### src/rtl/risc_pkg.sv
// Shared constants, types and reset pattern
// for the RISC core register file.
package risc_pkg;

    localparam int DATA_W = 8;
    localparam int ADDR_W = 3;
    localparam int NREGS  = 2 ** ADDR_W;

    typedef logic [ADDR_W-1:0] reg_addr_t;
    typedef logic [DATA_W-1:0] data_t;

    // Register i resets to its index in both nibbles (r3 = 8'h33).
    function automatic data_t rst_val(input int i);
        logic [3:0] n;
        n = i[3:0];
        return {n, n};
    endfunction

endpackage

### src/rtl/risc_regfile_wrmux.sv
// Write-data selector: load data or ALU result.
// Ports: load_op (1 = dmdataout), rslt, dmdataout -> wr_data.
module risc_regfile_wrmux
    import risc_pkg::*;
(
    input  logic  load_op,
    input  data_t rslt,
    input  data_t dmdataout,
    output data_t wr_data
);

    assign wr_data = load_op ? dmdataout : rslt;

endmodule

### src/rtl/risc_regfile.sv
// 8 x 8-bit register file: two combinational read ports, one write port.
// Ports: clk, rst_n, reg_wr_vld, load_op, rslt, dmdataout, dst,
//        opnda_addr, opndb_addr -> oprnd_a, oprnd_b.
module risc_regfile
    import risc_pkg::*;
(
    input  logic      clk,
    input  logic      rst_n,
    input  logic      reg_wr_vld,
    input  logic      load_op,
    input  data_t     rslt,
    input  data_t     dmdataout,
    input  reg_addr_t dst,
    input  reg_addr_t opnda_addr,
    input  reg_addr_t opndb_addr,
    output data_t     oprnd_a,
    output data_t     oprnd_b
);

    data_t regs [NREGS];
    data_t wr_data;

    risc_regfile_wrmux u_wrmux (
        .load_op   (load_op),
        .rslt      (rslt),
        .dmdataout (dmdataout),
        .wr_data   (wr_data)
    );

    always_ff @(posedge clk or negedge rst_n) begin
        if (!rst_n) begin
            for (int i = 0; i < NREGS; i++) begin
                regs[i] <= rst_val(i);
            end
        end else if (reg_wr_vld) begin
            regs[dst] <= wr_data;
        end
    end

    // No bypass: a read of dst sees the old value until the edge.
    assign oprnd_a = regs[opnda_addr];
    assign oprnd_b = regs[opndb_addr];

endmodule

### config.mk
export PLATFORM = sky130hd
export DESIGN_NAME = risc_regfile
export DESIGN_NICKNAME = d
export VERILOG_FILES = /design/src/rtl/risc_pkg.sv /design/src/rtl/risc_regfile_wrmux.sv /design/src/rtl/risc_regfile.sv
export SDC_FILE = /design/constraint.sdc
export NUM_CORES = 1
export LEC_CHECK = 0
export BUFFER_PORTS_ARGS = -buffer_cell sky130_fd_sc_hd__buf_2
export CAP_MARGIN = 20
export CORE_ASPECT_RATIO = 1.2
export CORE_MARGIN = 8
export CORE_UTILIZATION = 50
export CTS_CLUSTER_DIAMETER = 60
export DETAILED_ROUTE_END_ITERATION = 7
export PLACE_DENSITY = 0.82
export SLEW_MARGIN = 15
export SYNTH_ARGS = -nofsm -noshare
export SYNTH_HDL_FRONTEND = slang
export SYNTH_SLANG_ARGS = --single-unit
export TNS_END_PERCENT = 5
### constraint.sdc
create_clock -name clk -period 4 [get_ports clk]
set_input_delay 0.4 -clock clk [delete_from_list [all_inputs] [get_ports clk]]
set_output_delay 0.4 -clock clk [all_outputs]
set_load 0.01 [all_outputs]
== After elaboration in Yosys (flattened, before gate mapping) ==
Cells that the tools add are included.
Word-level totals
  bits in registers: 64
Cells by class
  muxes and demuxes: 10
  magnitude comparators: 4
  bitwise gates (word level): 3
  reduce and logical (&&, ||, !) cells: 1
Operators with widths (number)
  bitwise mux 64 bit: 1
  binary-select mux 8 bit (select 3 bit): 2
  2-to-1 mux 8 bit: 6
  demux 8 bit (select 3 bit): 1
  greater-or-equal comparator 4 bit, second input constant: 3
  inverter 3 -> 4 bit: 3
  less-than comparator 4 x 1 -> 1 bit, second input constant: 1
  logical AND 1 bit: 1

== Logic depth before layout (Yosys ltp) ==
Gate-level depths: netlist of the first run.
  word-level depth: 6
  mapped depth: 4

== Hierarchy ==
A second synthesis of the first run with hierarchy kept.
Unflattened totals
  cells, all modules: 210
  area, all modules: 3701.0 µm²
By module, submodules not included
  risc_regfile: cells each 201, instances 1, area each 3569.7 µm², sequential area each 1631.6 µm²
  risc_regfile_wrmux: cells each 9, instances 1, area each 131.4 µm², sequential area each 0.0 µm²

== Worst setup path before layout of the first run ==
Ideal clock, no wire load.
  path kind: in2out
  start point: in opndb_addr[0]
  end point: out oprnd_b[0]
  required time: 3.600 ns
  data arrival time: 1.465 ns
  stages on the path: 4
  setup slack: 2.135 ns
  cells stage by stage: buf_6 -> buf_12 -> mux4_1 -> mux2_2
Between the ends
  word-level cells in the longest chain between the ends: 4
Ends and longest elaborated chain
  start, declared: RTL line risc_regfile.sv:15  | input reg_addr_t opndb_addr,
  inverter 3 -> 4 bit (implied by the code): RTL line risc_regfile.sv:42  | assign oprnd_b = regs[opndb_addr];
  binary-select mux 8 bit (select 3 bit): RTL line risc_regfile.sv:42
  2-to-1 mux 8 bit (implied by the code) (2 in a row): RTL line risc_regfile.sv:42
  end, declared: RTL line risc_regfile.sv:17  | output data_t oprnd_b
No other way between the ends. The select of a mux whose other input is x is not followed.

== Worst setup path in the final report of the first run ==
  start point: in opndb_addr[0]
  end point: out oprnd_b[7]
The elaborated chain is that of the path after synthesis.

==> run_results.csv, run 1 <==
group,metric,value,unit
drt,route.vias.total,2143,
min_path,worstHoldPathType,"input port to asynchronous set/reset pin",
timing,setup_viol,0,
synthesis,yosysTopAreaCell,"sky130_fd_sc_hd__dfrtp_1",
floorplanning,num_rows,34,
synthesis,post_synth.cell_area_avg,17.48,sq um
global_routing,grt_remaining_overflow,0,
floorplanning,initial_utilization,51.06,%
power,peakVddDrop,252.5,uV
final_layout,mostFrequentLayoutCell,"sky130_fd_sc_hd__mux2_2",
timing,max_slew.worst_pin.slew,774.5,ps
clock_tree,cts_tree,"yes",
floorplanning,die_h,109.9,um
drt,drt_iter0_markers,93,
timing,timing.max_slew.rel_slack,48.37,%
final_layout,layout_top_registers,"regs: 64 flops",
clock_tree,htree_num_levels,3,
clock_tree,postCtsResizedCells,0,
synthesis,synth_seq_cells,64,
final_layout,largest-register,"regs",
floorplanning,design.portCount,45,
status,run_status,"finished, final reports clean",
clock_tree,max-clock-path-buffers,2,
floorplanning,dieArea,0.01035,sq mm
synthesis,synth.yosys.seq_area_share,44.44,%
clock_tree,worst_skew_pair.late_latency,340,ps
place,place.detailed.hpwl,5.351,mm
setup_path,cpMostUsedCell,"sky130_fd_sc_hd__buf_2",
timing,hold_slack,139.0,ps
place,gp_congestion,0.7436,
floorplanning,horizontal_die_dimension,94.22,um
timing,layout_worst_path_cycle_share,57.62,%
place,preCtsSetupSlack,1723,ps
drt,wl_per_cell,23.31,um
clock_tree,clk_transition_reported_paths,70,ps
setup_path,critical_path_arrival,1900,ps
final_layout,n_antenna_cell,0,
final_layout,drive_above_1_share,70.70,%
synthesis,synth.net_count,239,
timing,rsz0062_at_grt,"no",
drt,detail_route.wirelength,8.065,mm
synthesis,synth_cell_types,14,
final_layout,nNetsFinal,280,
drt,firstDrtPassIters,4,
setup_path,rrSetupSlack,3210,ps
setup_path,worst_path_largest_cell_delay,640,ps
timing,worst_clock_skew,0,ps
power,power_density,509.1,mW/mm^2
synthesis,netlist_area,0.003671,sq mm
timing,finalHoldViolations,0,
synthesis,syn_inst,210,
final_layout,area.sequential,0.001632,sq mm
global_routing,antenna_found_initial,0,
setup_path,worst_path_cell_chain,"buf_2, mux4_1, mux2_2, buf_2",
clock_tree,cts_root_buffer,"sky130_fd_sc_hd__clkbuf_8",
drt,route.detailed.vias_per_inst,6.194,
setup_path,timing.rr.start,"regs[54]",
clock_tree,cts_sinks,64,
setup_path,critical-path-slowest-cell,"sky130_fd_sc_hd__mux4_1",
synthesis,synth-warning-count,0,
timing,post-route-min-period,2305,ps
drt,post_route_drc,0,
setup_path,worst_path_dominant_cell_family,"multiplexers",
final_layout,largest_register_ffs,64,
final_layout,fill_cells,571,
clock_tree,post_cts_hold_buffer_count,0,
clock_tree,cts_buffers,9,
timing,fin_ws,1695,ps
final_layout,commonest_cells_after_routing_fill_and_taps_aside,"88 x sky130_fd_sc_hd__mux2_2, 44 x sky130_fd_sc_hd__buf_2, 40 x sky130_fd_sc_hd__dfrtp_1, 29 x sky130_fd_sc_hd__mux4_1, 24 x sky130_fd_sc_hd__dfstp_2",
job,max_cap_viol_count,0,
drt,drtAntennaViolNets,0,
timing,tns,0,ps
place,count_of_buffers_inserted_at_the_top_level_ports,44,
global_routing,track_usage,16.90,%
global_routing,grt_pass1_vias,2353,
final_layout,areaGrowthSynthToFinish,13.05,%
setup_path,required_time_reported_for_the_critical_path_endpoint,3600,ps
timing,achievable-frequency,433.9,MHz
global_routing,wire_length_of_the_first_global_routing_pass,12.81,mm
setup_path,cp_num_buf_inv,2,
setup_path,critPathKind,"input port to output port",
setup_path,timing.critical_path.fanout_max,16,
setup_path,crit_start,"opndb_addr[0]",
final_layout,layout.core_utilization,57.73,%
global_routing,grt_max_degree,36,
synthesis,top_area_cell_type_share_of_the_netlist_area,27.27,%
timing,final-max-slew-violation-count,0,
final_layout,multi_input_comb_area,0.001932,sq mm
setup_path,critPathCaptureType,"output port",
setup_path,startpoint_type,"input port",
power,leakage,1.767,nW
synthesis,synth.top_cells.by_area,"sky130_fd_sc_hd__dfrtp_1 27%, sky130_fd_sc_hd__mux2_2 27%, sky130_fd_sc_hd__mux4_1 21%",
clock_tree,cts.repair_timing.setup_buffer_count,0,
floorplanning,coreArea,0.007189,sq mm
metrics by stage:
| step | power (mW) | cell area, sq um | instances |
|---|---|---|---|
| after global placement | 1.467 | 3926 | 330 |
| final | 2.113 | 4150 | 346 |
| after floorplan | 1.331 | 3671 | 210 |
| after CTS | 2.130 | 4150 | 346 |
| after global routing | 2.222 | 4150 | 346 |
| after detailed placement | 1.504 | 3926 | 330 |
per-layer routing:
layer / track usage [%] / wire length, um / part of all wire (%) / vias up
met5: 0 / 0 / 0 / -
li1: - / - / - / 939
met1: 19.50 / 3330 / 41 / 1147
met3: 4.440 / 323 / 4.0 / 15
met4: 8.059 / 196 / 2.4 / 0
met2: 28.61 / 4214 / 52 / 42
final cells by class:
cell class                 instances  area share (%)
multi-input combinational        128           46.55
sequential                        64           39.31
clock inverter                     3           1.568
clock buffer                      13           3.829
tap                               90           2.713
timing repair buffer              48           6.030
where the power goes:
group / internal [mW] / switching, mW / total [mW] / leakage, nW
Clock: 0.385 / 0.234 / 0.619 / 0.114
Combinational: 0.342 / 0.193 / 0.534 / 0.921
Sequential: 0.849 / 0.111 / 0.960 / 0.732
Total: 1.57 / 0.538 / 2.11 / 1.77
synth_stat cells:
cell / number
sky130_fd_sc_hd__buf_6: 2
sky130_fd_sc_hd__buf_2: 9
sky130_fd_sc_hd__dfstp_2: 24
sky130_fd_sc_hd__buf_12: 2
sky130_fd_sc_hd__and4_1: 1
sky130_fd_sc_hd__mux4_1: 29
sky130_fd_sc_hd__nor4bb_1: 3
sky130_fd_sc_hd__and4b_1: 3
sky130_fd_sc_hd__clkbuf_1: 3
sky130_fd_sc_hd__nor4b_4: 1
sky130_fd_sc_hd__dfrtp_1: 40
sky130_fd_sc_hd__mux2_2: 88
sky130_fd_sc_hd__mux4_2: 3
sky130_fd_sc_hd__buf_1: 2
final timing paths:
path,cells past startpoint,to
max in group asynchronous,2,regs[48]
min reg2reg,1,regs[17]
min in group clk,1,regs[17]
min,1,regs[3]
max reg2reg,1,regs[54]
max,4,oprnd_b[7]
logic make-up after synthesis:
kind of cell / Yosys count / share of synthesized area, %
flops: 64 / 44.44
mux: 120 / 49.59
buf+inv: 18 / 3.442
simple gates: 8 / 2.522
(Power assumes the default switching activity.)
==> run 2: changes to the inputs <==
- ABC_AREA: not set -> 1
- PLACE_DENSITY: 0.82 -> 0.84
- clock period: 4 -> 2.1 ns (I/O delays scaled with it)
==> run 2 against run 1 <==
  * Combinational power rose by 100%
  * Worst setup slack got worse by 1300 ps
  * Clock-buffer cell count is 4 lower
  * Sequential power up 70%
  * Via count is 86% higher
  * Global-route usage increased by 4.1 points
  * Critical path type is now flop to output port
  * Critical endpoint is now oprnd_a[0]
==> run_results.csv, run 2 <==
group,metric,value,unit
global_routing,grt_pass1_vias,3872,
drt,detail_route.wirelength,11.39,mm
place,count_of_buffers_inserted_at_the_top_level_ports,44,
synthesis,syn_inst,607,
drt,firstDrtPassIters,6,
global_routing,grt_remaining_overflow,0,
timing,worst_clock_skew,0,ps
clock_tree,post_cts_hold_buffer_count,1,
timing,finalHoldViolations,0,
synthesis,async_flop_share,100.0,%
timing,rsz0062_at_grt,"no",
synthesis,synthFlopType,"sky130_fd_sc_hd__dfrtp_1",
clock_tree,max-clock-path-buffers,2,
power,leakage,2.391,nW
synthesis,synth.yosys.seq_area_share,39.83,%
floorplanning,design.portCount,45,
final_layout,n_antenna_cell,0,
clock_tree,cts.repair_timing.setup_buffer_count,0,
final_layout,areaGrowthSynthToFinish,9.957,%
clock_tree,cts_tree,"yes",
floorplanning,dieArea,0.01136,sq mm
power,peakVddDrop,393.3,uV
synthesis,netlist_area,0.004096,sq mm
synthesis,synth_edf_count,0,
drt,wl_per_cell,15.44,um
floorplanning,coreArea,0.008063,sq mm
timing,layout_worst_path_cycle_share,80.15,%
clock_tree,cts_buffers,9,
final_layout,commonest_cells_after_routing_fill_and_taps_aside,"284 x sky130_fd_sc_hd__nand2_1, 81 x sky130_fd_sc_hd__inv_1, 64 x sky130_fd_sc_hd__nand3_1, 55 x sky130_fd_sc_hd__o21ai_0, 44 x sky130_fd_sc_hd__buf_2",
floorplanning,horizontal_die_dimension,98.63,um
timing,achievable-frequency,594.2,MHz
final_layout,layout_top_registers,"regs: 64 flops",
job,max_cap_viol_count,0,
synthesis,top_area_cell_type_share_of_the_netlist_area,26.02,%
synthesis,post_synth_most_frequent_cells,"284 x sky130_fd_sc_hd__nand2_1, 81 x sky130_fd_sc_hd__inv_1, 64 x sky130_fd_sc_hd__nand3_1",
timing,post-route-min-period,1683,ps
drt,post_route_drc,0,
setup_path,critPathCaptureType,"output port",
clock_tree,cts_sinks,64,
clock_tree,worst_skew_pair.late_latency,350,ps
synthesis,post_synth.cell_area_avg,6.749,sq um
timing,tns,0,ps
floorplanning,num_rows,36,
timing,setup_viol,0,
clock_tree,postCtsResizedCells,0,
timing,max_slew.worst_pin.slew,654.3,ps
global_routing,wire_length_of_the_first_global_routing_pass,18.74,mm
timing,timing.max_slew.rel_slack,56.33,%
final_layout,layout.core_utilization,55.87,%
synthesis,synth.net_count,636,
place,gp_congestion,0.8477,
final_layout,drive_above_1_share,17.88,%
drt,drt_iter0_markers,386,
synthesis,synth-warning-count,0,
floorplanning,initial_utilization,50.81,%
setup_path,timing.critical_path.fanout_max,3,
synthesis,synth_cell_types,17,
synthesis,most_frequently_used_cell_type_in_the_post_synthesis_netlist,"sky130_fd_sc_hd__nand2_1",
final_layout,largest-register,"regs",
synthesis,synth_seq_cells,64,
synthesis,synth.top_cells.by_area,"sky130_fd_sc_hd__nand2_1 26%, sky130_fd_sc_hd__dfrtp_1 24%, sky130_fd_sc_hd__dfstp_2 15%",
setup_path,required_time_reported_for_the_critical_path_endpoint,1890,ps
global_routing,track_usage,20.98,%
status,run_status,"finished, final reports clean",
final_layout,mostFrequentLayoutCell,"sky130_fd_sc_hd__nand2_1",
global_routing,antenna_found_initial,0,
global_routing,grt_max_degree,39,
power,power_density,866.0,mW/mm^2
setup_path,critical_path_arrival,1470,ps
clock_tree,htree_num_levels,3,
final_layout,nNetsFinal,667,
drt,drtAntennaViolNets,0,
min_path,worstHoldPathType,"input port to flop",
timing,final-max-slew-violation-count,0,
clock_tree,clk_transition_reported_paths,80,ps
floorplanning,die_h,115.2,um
drt,route.vias.total,3991,
clock_tree,cts_root_buffer,"sky130_fd_sc_hd__clkbuf_8",
drt,route.detailed.vias_per_inst,5.408,
final_layout,largest_register_ffs,64,
setup_path,startpoint_type,"flop",
place,place.detailed.hpwl,7.428,mm
setup_path,critPathKind,"flop to output port",
synthesis,yosysTopAreaCell,"sky130_fd_sc_hd__nand2_1",
run 2: cells by family after synthesis:
logic type             count (synthesis)  share of synthesized area, %
buffers and inverters                113                         12.92
AO/OA/AOI/OAI                         72                         10.45
flip-flops                            64                         39.83
AND/OR/NAND/NOR                      358                         36.81
run 2: stage by stage:
step / hold WS, ps / cells / total power [mW] / cell area (sq um) / setup slack, ps
final: 275.5 / 738 / 3.901 / 4504 / 416.9
after floorplan: -85.59 / 607 / 2.403 / 4096 / 963.3
after CTS: 269.3 / 738 / 3.897 / 4504 / 432.6
after global routing: 308.1 / 738 / 4.139 / 4504 / 339.7
after global placement: 256.2 / 721 / 2.666 / 4275 / 588.0
after detailed placement: 258.3 / 721 / 2.705 / 4275 / 614.0
run 2: where the power goes:
part,leakage [nW],internal (mW),switching (mW)
clock network,0.110,0.670,0.520
logic,1.54,0.350,0.727
registers,0.744,1.56,0.0738
run 2: area by class of cell:
class | count | area, sq um
multi-input combinational | 430 | 1936
clock inverter | 7 | 95.09
timing repair buffer | 52 | 295.3
fill | 750 | 3558
clock buffer | 9 | 123.9
tap | 95 | 118.9
inverter | 81 | 304.0
sequential | 64 | 1632
run 2: metal layers:
layer	part of all wire (%)	global-route usage, %	vias to the layer above
met5	0	0	-
met4	1.7	10.26	0
met3	8.8	4.543	22
met2	51	36.35	204
met1	38	24.09	1843
li1	-	-	1922
run 2: worst paths after layout:
kind | endpoint | cells after the start | start | slack (ps)
worst min register to register | regs[30] | 2 | regs[30] | 530
worst max register to register | regs[16] | 2 | regs[16] | 1220
min in group asynchronous | regs[51] | 2 | rst_n | 400
max in group asynchronous | regs[9] | 3 | rst_n | 990
worst max-delay path | oprnd_a[0] | 7 | regs[16] | 420
worst min-delay path | regs[6] | 5 | rslt[6] | 280
run 2: worst max-delay path: stages, from the launching register on:
cell and delay (ps):
sky130_fd_sc_hd__dfstp_2 530, sky130_fd_sc_hd__inv_1 60, sky130_fd_sc_hd__nand2_1 60, sky130_fd_sc_hd__nand3_1 70, sky130_fd_sc_hd__nand2_1 90, sky130_fd_sc_hd__nand2_1 50, sky130_fd_sc_hd__nand2_1 110, sky130_fd_sc_hd__buf_2 150
